--- src/rtl/dense_input_packer_if.sv ---
// Beat stream into the dense-core input packer: valid/ready with an end-of-frame marker.
interface dense_input_packer_if #(
  parameter int unsigned W          = 16,
  parameter int unsigned BEAT_WORDS = 4
);
  logic                    s_valid;
  logic                    s_ready;
  logic [BEAT_WORDS*W-1:0] s_data;
  logic                    s_last;

  modport master (output s_valid, s_data, s_last, input s_ready);
  modport slave  (input s_valid, s_data, s_last, output s_ready);
endinterface

--- src/rtl/dense_input_packer.sv ---
// Assembles BEAT_WORDS-wide beats into a ping-pong pair of N_WORDS frame banks and
// hands each full bank to the dense core, holding it stable until core_done.
module dense_input_packer #(
  parameter int unsigned W          = 16,
  parameter int unsigned N_WORDS    = 64,
  parameter int unsigned BEAT_WORDS = 4
) (
  input  logic                 clk,
  input  logic                 rst,
  dense_input_packer_if.slave  s_if,
  output logic                 core_start,
  output logic                 core_vld,
  output logic [N_WORDS*W-1:0] core_data,
  input  logic                 core_idle,
  input  logic                 core_done,
  output logic                 err_short,
  output logic                 err_long,
  output logic [15:0]          frame_count
);
  localparam int unsigned BEATS     = N_WORDS / BEAT_WORDS;
  localparam int unsigned BEAT_BITS = BEAT_WORDS * W;
  localparam int unsigned CNT_W     = (BEATS > 1) ? $clog2(BEATS) : 1;
  localparam logic [CNT_W-1:0] LAST_BEAT = CNT_W'(BEATS - 1);

  typedef enum logic [1:0] {S_IDLE, S_START, S_WAIT} issue_state_e;

  issue_state_e         state, state_nxt;
  logic [N_WORDS*W-1:0] bank [2];
  logic [1:0]           full;
  logic                 wr_sel, rd_sel;
  logic [CNT_W-1:0]     beat_cnt;
  logic                 dropping;
  logic                 accept, wr_en, last_beat, frame_end, free_bank;

  always_comb begin
    s_if.s_ready = !rst && (!full[wr_sel] || dropping);
    accept       = s_if.s_valid && s_if.s_ready;
    wr_en        = accept && !dropping;
    last_beat    = (beat_cnt == LAST_BEAT);
    frame_end    = last_beat || s_if.s_last;
    free_bank    = (state == S_WAIT) && core_done;
    core_data    = bank[rd_sel];
  end

  // The write bank is never full and the read bank always is while in WAIT,
  // so fill and free always touch different banks.
  always_ff @(posedge clk) begin
    if (rst) begin
      bank[0] <= '0;
      bank[1] <= '0;
    end else begin
      if (free_bank)
        bank[rd_sel] <= '0;
      if (wr_en)
        for (int unsigned k = 0; k < BEATS; k++)
          if (beat_cnt == CNT_W'(k))
            bank[wr_sel][k*BEAT_BITS +: BEAT_BITS] <= s_if.s_data;
    end
  end

  always_ff @(posedge clk) begin
    if (rst) begin
      full        <= '0;
      wr_sel      <= 1'b0;
      rd_sel      <= 1'b0;
      beat_cnt    <= '0;
      dropping    <= 1'b0;
      err_short   <= 1'b0;
      err_long    <= 1'b0;
      frame_count <= '0;
    end else begin
      err_short <= wr_en && s_if.s_last && !last_beat;
      err_long  <= wr_en && last_beat && !s_if.s_last;
      if (wr_en) begin
        if (frame_end) begin
          full[wr_sel] <= 1'b1;
          wr_sel       <= ~wr_sel;
          beat_cnt     <= '0;
          dropping     <= !s_if.s_last;
        end else begin
          beat_cnt <= beat_cnt + 1'b1;
        end
      end else if (accept && s_if.s_last) begin
        dropping <= 1'b0;
      end
      if (free_bank) begin
        full[rd_sel] <= 1'b0;
        rd_sel       <= ~rd_sel;
        frame_count  <= frame_count + 1'b1;
      end
    end
  end

  always_ff @(posedge clk) begin
    if (rst) state <= S_IDLE;
    else     state <= state_nxt;
  end

  always_comb begin
    state_nxt = state;
    unique case (state)
      S_IDLE:  if (full[rd_sel] && core_idle) state_nxt = S_START;
      S_START: state_nxt = S_WAIT;
      S_WAIT:  if (core_done) state_nxt = S_IDLE;
      default: state_nxt = S_IDLE;
    endcase
  end

  always_comb begin
    core_start = (state == S_START);
    core_vld   = (state == S_START) || (state == S_WAIT);
  end
endmodule
--- src/flat_wrapper.sv ---
// flat-port wrapper written by rule: the top's interface ports become plain ports
module dense_input_packer_flat 
#(
  parameter int unsigned W          = 16,
  parameter int unsigned N_WORDS    = 64,
  parameter int unsigned BEAT_WORDS = 4
)
  (clk, rst, core_start, core_vld, core_data, core_idle, core_done, err_short, err_long, frame_count, s_if_s_valid, s_if_s_data, s_if_s_last, s_if_s_ready);
  dense_input_packer_if #(.W(W), .BEAT_WORDS(BEAT_WORDS)) s_if_i ();
  input  logic clk;
  input  logic rst;
  output logic core_start;
  output logic core_vld;
  output logic [N_WORDS*W-1:0] core_data;
  input  logic core_idle;
  input  logic core_done;
  output logic err_short;
  output logic err_long;
  output logic [15:0] frame_count;
  input wire logic [$bits(s_if_i.s_valid)-1:0] s_if_s_valid;
  input wire logic [$bits(s_if_i.s_data)-1:0] s_if_s_data;
  input wire logic [$bits(s_if_i.s_last)-1:0] s_if_s_last;
  output wire logic [$bits(s_if_i.s_ready)-1:0] s_if_s_ready;
  assign s_if_i.s_valid = s_if_s_valid;
  assign s_if_i.s_data = s_if_s_data;
  assign s_if_i.s_last = s_if_s_last;
  assign s_if_s_ready = s_if_i.s_ready;
  dense_input_packer #(.W(W), .N_WORDS(N_WORDS), .BEAT_WORDS(BEAT_WORDS)) u_core (.clk(clk), .rst(rst), .s_if(s_if_i), .core_start(core_start), .core_vld(core_vld), .core_data(core_data), .core_idle(core_idle), .core_done(core_done), .err_short(err_short), .err_long(err_long), .frame_count(frame_count));
endmodule
--- config.mk ---
export PLATFORM = sky130hd
export DESIGN_NAME = dense_input_packer_flat
export DESIGN_NICKNAME = d
export VERILOG_FILES = /design/src/rtl/dense_input_packer_if.sv /design/src/rtl/dense_input_packer.sv /design/src/flat_wrapper.sv
export SDC_FILE = /design/constraint.sdc
export NUM_CORES = 2
export LEC_CHECK = 0
export CORE_MARGIN = 10
export CORE_UTILIZATION = 50
export DETAILED_ROUTE_END_ITERATION = 12
export GPL_TIMING_DRIVEN = 0
export PLACE_DENSITY_LB_ADDON = 0.08
export SETUP_SLACK_MARGIN = 0.05
export SLEW_MARGIN = 10
export SYNTH_ARGS = -nofsm -noshare
export SYNTH_HDL_FRONTEND = slang
export SYNTH_SLANG_ARGS = --single-unit
--- constraint.sdc ---
create_clock -name clk -period 7.2 [get_ports clk]
set_input_delay 1.44 -clock clk [delete_from_list [all_inputs] [get_ports clk]]
set_output_delay 1.44 -clock clk [all_outputs]
set_load 0.1 [all_outputs]
Word level (Yosys, flattened, before mapping). Memory sizes are Yosys's and may differ from the RTL's. A register that Yosys moved wholly into a read port is not among the register bits. Index checks and enable logic that the tools add are counted.

Bitwise logic cells: 5. Magnitude comparators: 4. $add $sub $neg: 2. Equal/unequal tests: 20. Multiplexer cells: 96. Reductions and logical operators: 28.

Operators with widths (number): 1024-bit two-way mux (2); 1024-bit OR reduction (2); 1-bit two-way mux (83); 4-bit == test, second input constant (8); 16-bit by 1-bit adder with 16-bit output, second input constant (1); 4-bit by 3-bit == test with 1-bit output, second input constant (4); 16-bit two-way mux (1); 1-bit logical AND (12); 2-bit two-way mux (6); 4-bit by 2-bit == test with 1-bit output, second input constant (2); 2-bit one-hot mux with 3 select lines (1); 2-bit AND reduction (3); 1-bit zero test (5); 4-bit by 1-bit adder with 4-bit output, second input constant (1); 4-bit by 1-bit == test with 1-bit output, second input constant (1); 4-bit zero test (1); 1-bit by 2-bit < comparator with 1-bit output, second input constant (2); 4-bit two-way mux (1); 2-bit != test, second input constant (2); 1-bit logical OR (3); 2-bit AND (1); 1-bit demux with 1-bit select (2); 2-bit by 1-bit == test with 1-bit output, second input constant (1); 2-bit == test, second input constant (1); other kinds (7) (9).

Register bits after elaboration: 29. Logic and storage cells: 165. RAM bits: 2048. Memories kept: 1.

Memories: u_core.bank (depth 2, width 1024, read ports 1, clocked after Yosys merged registers in 1, write ports 2, RTL line dense_input_packer.sv:28) `logic [N_WORDS*W-1:0] bank [2];`.

Logic depth before layout (Yosys ltp).
Word-level depth: 12. Mapped depth: 9.

Least setup slack after synthesis. Ideal clock, no wire load.

Path type: input port to flip-flop. Start: input port rst. End: memory u_core.bank[0][512] (netlist name), enable pin. Library setup time: 574 ps. Arrival: 6855 ps. Stages on the path: 7. Path slack: -230 ps. Data required time: 6626 ps. Path through: nor2_1 -> and3_1 -> buf_4 -> buf_12 -> nand2_4 -> buf_2 -> o21ai_0.

RTL lines: from (decl) (RTL line flat_wrapper.sv:11) `input logic rst;`; to (decl) (RTL line dense_input_packer.sv:28).

==> results.yml <==
status:
  status: "finished with violations"
  violations: "capacitance limit, slew limit"
min_path:
  hold_depth: 2
  worstHoldPathType: "flop to flop"
sta:
  slew_viol_final: 11
  post-route-period-util: 0.9172
  skew_ns: 0.03620
  max_freq_mhz: 151.4
  worst_slew_margin_rel: -0.01216
  worstMarginPinSlew_ns: 1.513
  period_minus_slack_ns: 6.604
  hold_slack_ns: 0.4936
  setup_viol: 0
  rsz0062_at_grt: "no"
  layout_setup_ws_ns: 0.5960
  finalHoldViolCount: 0
critical_path:
  end_kind: "output port"
  start_kind: "flop"
  critical_path.max_fanout: 10
  cp.arrival_ns: 5.16
  path_class: "flop to output port"
  rr_worst_depth: 10
  cp.required_ns: 5.76
finish:
  post-route-util: 0.6371
  syn2layout_area_growth_pct: 26.69
  drive_gt1_frac: 0.2259
  nets: 7547
synth:
  yosys.area.top_type: "edfxtp_1"
  synthDistinctLibCells: 45
  ys_warn_count: 0
  synth_edf_count: 2048
  avgSynthCellArea_um2: 14.29
  syn-instance-count: 6042
  synth_most_common_cell: "edfxtp_1"
  ys.flop_type: "edfxtp_1"
  yosys-top-cells-area: "edfxtp_1, mux2_2, nor2_1"
  synthTopCellsByCount: "edfxtp_1, nor2_1, mux2_2"
  syn_nets: 6121
  ys_ff_latch: 2078
  synth_area_mm2: 0.08637
  netlist.area_leader.share: 0.7121
  seq_area_frac_synth: 0.7190
  async_flop_share: 0
drt:
  totalWireLength_mm: 327.8
  ant_nets: 0
  drt_iter0_drc: 6690
  via_count: 57130
  wl_per_cell_um: 32.77
  viasPerCell: 5.712
  firstDrtPassIters: 7
  drc: 0
run:
  cap_violations: 1
power_and_ir_drop:
  p_total_mw: 31.72
  p_sw_frac: 0.3288
  clkPwrFrac: 0.330
  p_int_mw: 21.29
  p_per_area_mw_per_mm2: 289.9
  p_leak_nw: 37.89
  p_comb_frac: 0.229
  vdd_drop_max_v: 0.0002696
  power_switching_mw: 10.43
  power_frac_seq: 0.441
cts:
  clock-sinks: 2078
  postCtsHoldBufs: 0
  cts.clk_slew.worst_paths_ns: 0.06
  htreeDepth: 4
  cts_max_path_buffers: 3
  cts_buffers: 211
  post_cts_resized: 0
  clockRootBuffer: "clkbuf_16"
  cts_tree: "yes"
  cts_setup_buffers: 0
  insertion_delay_ns: 0.86
placed_design:
  io_buffers: 1114
  dpl.hpwl_mm: 239.3
  pre_cts_ws_ns: 1.288
  gp_congestion: 0.8781
global_route:
  grt_pass1_wl_mm: 442.6
  grt_overflow: 0
  grt_pass1_vias: 55480
  grt_antenna_before_repair: 44
  grt_start_max_net_pins: 25
  track_usage: 0.3339
die:
  rows: 152
  dieArea_mm2: 0.1898
  start_util: 0.5029
  core-area_mm2: 0.1717
  die_h_um: 435.6
  io_pins: 1115
  die_width_um: 435.6
## power groups by stage
stage          logic (mW)  registers (mW)  clock network, mW
2_1_floorplan        4.95            14.3                  0
3_3_place_gp         7.02            14.4                  0
3_5_place_dp         7.24            14.2                  0
4_1_cts              7.26            14.0               10.5
5_1_grt              7.34            14.0               11.0
6_report             7.26            14.0               10.5
## through the flow
step,TNS (ns),area (um2),instances
2_1_floorplan,-29.40,86370,6042
5_1_grt,0,109300,9961
6_report,0,109400,10000
4_1_cts,0,109300,9945
3_5_place_dp,0,102900,9564
3_3_place_gp,-4718.86,100400,9466
## path summary, 6_finish.rpt
path,start,endpoint,slack [ns]
hold reg to reg,u_core.state[0],u_core.state[0],0.49
setup / recovery,flop,core_data[833],0.60
setup reg to reg,u_core.state[0],u_core.bank[0][542],3.34
hold / removal,u_core.state[0],u_core.state[0],0.49
## metal layers
metal,GRT usage,vias up,share of wire
li1,-,24260,-
met1,0.3936,29110,0.35
met2,0.5191,3102,0.47
met3,0.09165,666,0.095
met4,0.2573,6,0.086
met5,0,-,0.00013
## sequential cells by signal, indices dropped and copies added (netlist names), named ones only
signal / cells
u_core.state: 2
u_core.beat_cnt: 4
u_core.frame_count: 16
u_core.err_short: 1
u_core.dropping: 1
u_core.full: 2
u_core.bank: 2048
u_core.rd_sel: 1
u_core.wr_sel: 1
u_core.err_long: 1
## layout make-up
class                      instances  area, um2
timing repair buffer            1213      13230
sequential                      2078      62100
clock buffer                     290       5702
buffer                           385       2510
tap                             2310       2890
antenna                           57      142.6
inverter                           9      33.78
fill                           12990      62320
clock inverter                    91      703.2
multi-input combinational       3570      22100
## cell families (layout without fill, tap and decap cells)
group,count (synthesis),count (layout),synth area share
xor gates and xnor gates,10,10,0.001014
muxes,1029,1029,0.1343
buffers and inverters,394,1988,0.02931
DFF,2078,2078,0.7190
other,0,57,0
and+or+nand+nor,2462,2462,0.1114
AOI/OAI and AO/OA,60,60,0.003709
adders and majority gates,9,9,0.001304
## cell usage in the layout, fill, tap and decap left out, drive strengths merged, types with 5 or more instances in the layout
cell type and instances:
buf 391, nand2 341, edfxtp 2048, nor2b 5, xor2 6, bufinv 11, diode 57, clkbuf 417
clkinv 72, o21ai 41, a21oi 12, or3 7, nand4 6, nor2 2006, and2 66, ha 9
nand3 11, clkdlybuf4s50 1080, dfxtp 30, inv 13, mux2 1026
## critical path, stage by stage, from the launching register on
cell             delay, ns
dfxtp_1               0.30
clkbuf_1              0.24
clkbuf_2              0.64
clkbuf_1              0.97
buf_2                 0.56
mux2_2                0.24
clkdlybuf4s50_1       1.35
No activity file was read; power rests on OpenSTA's default activity.
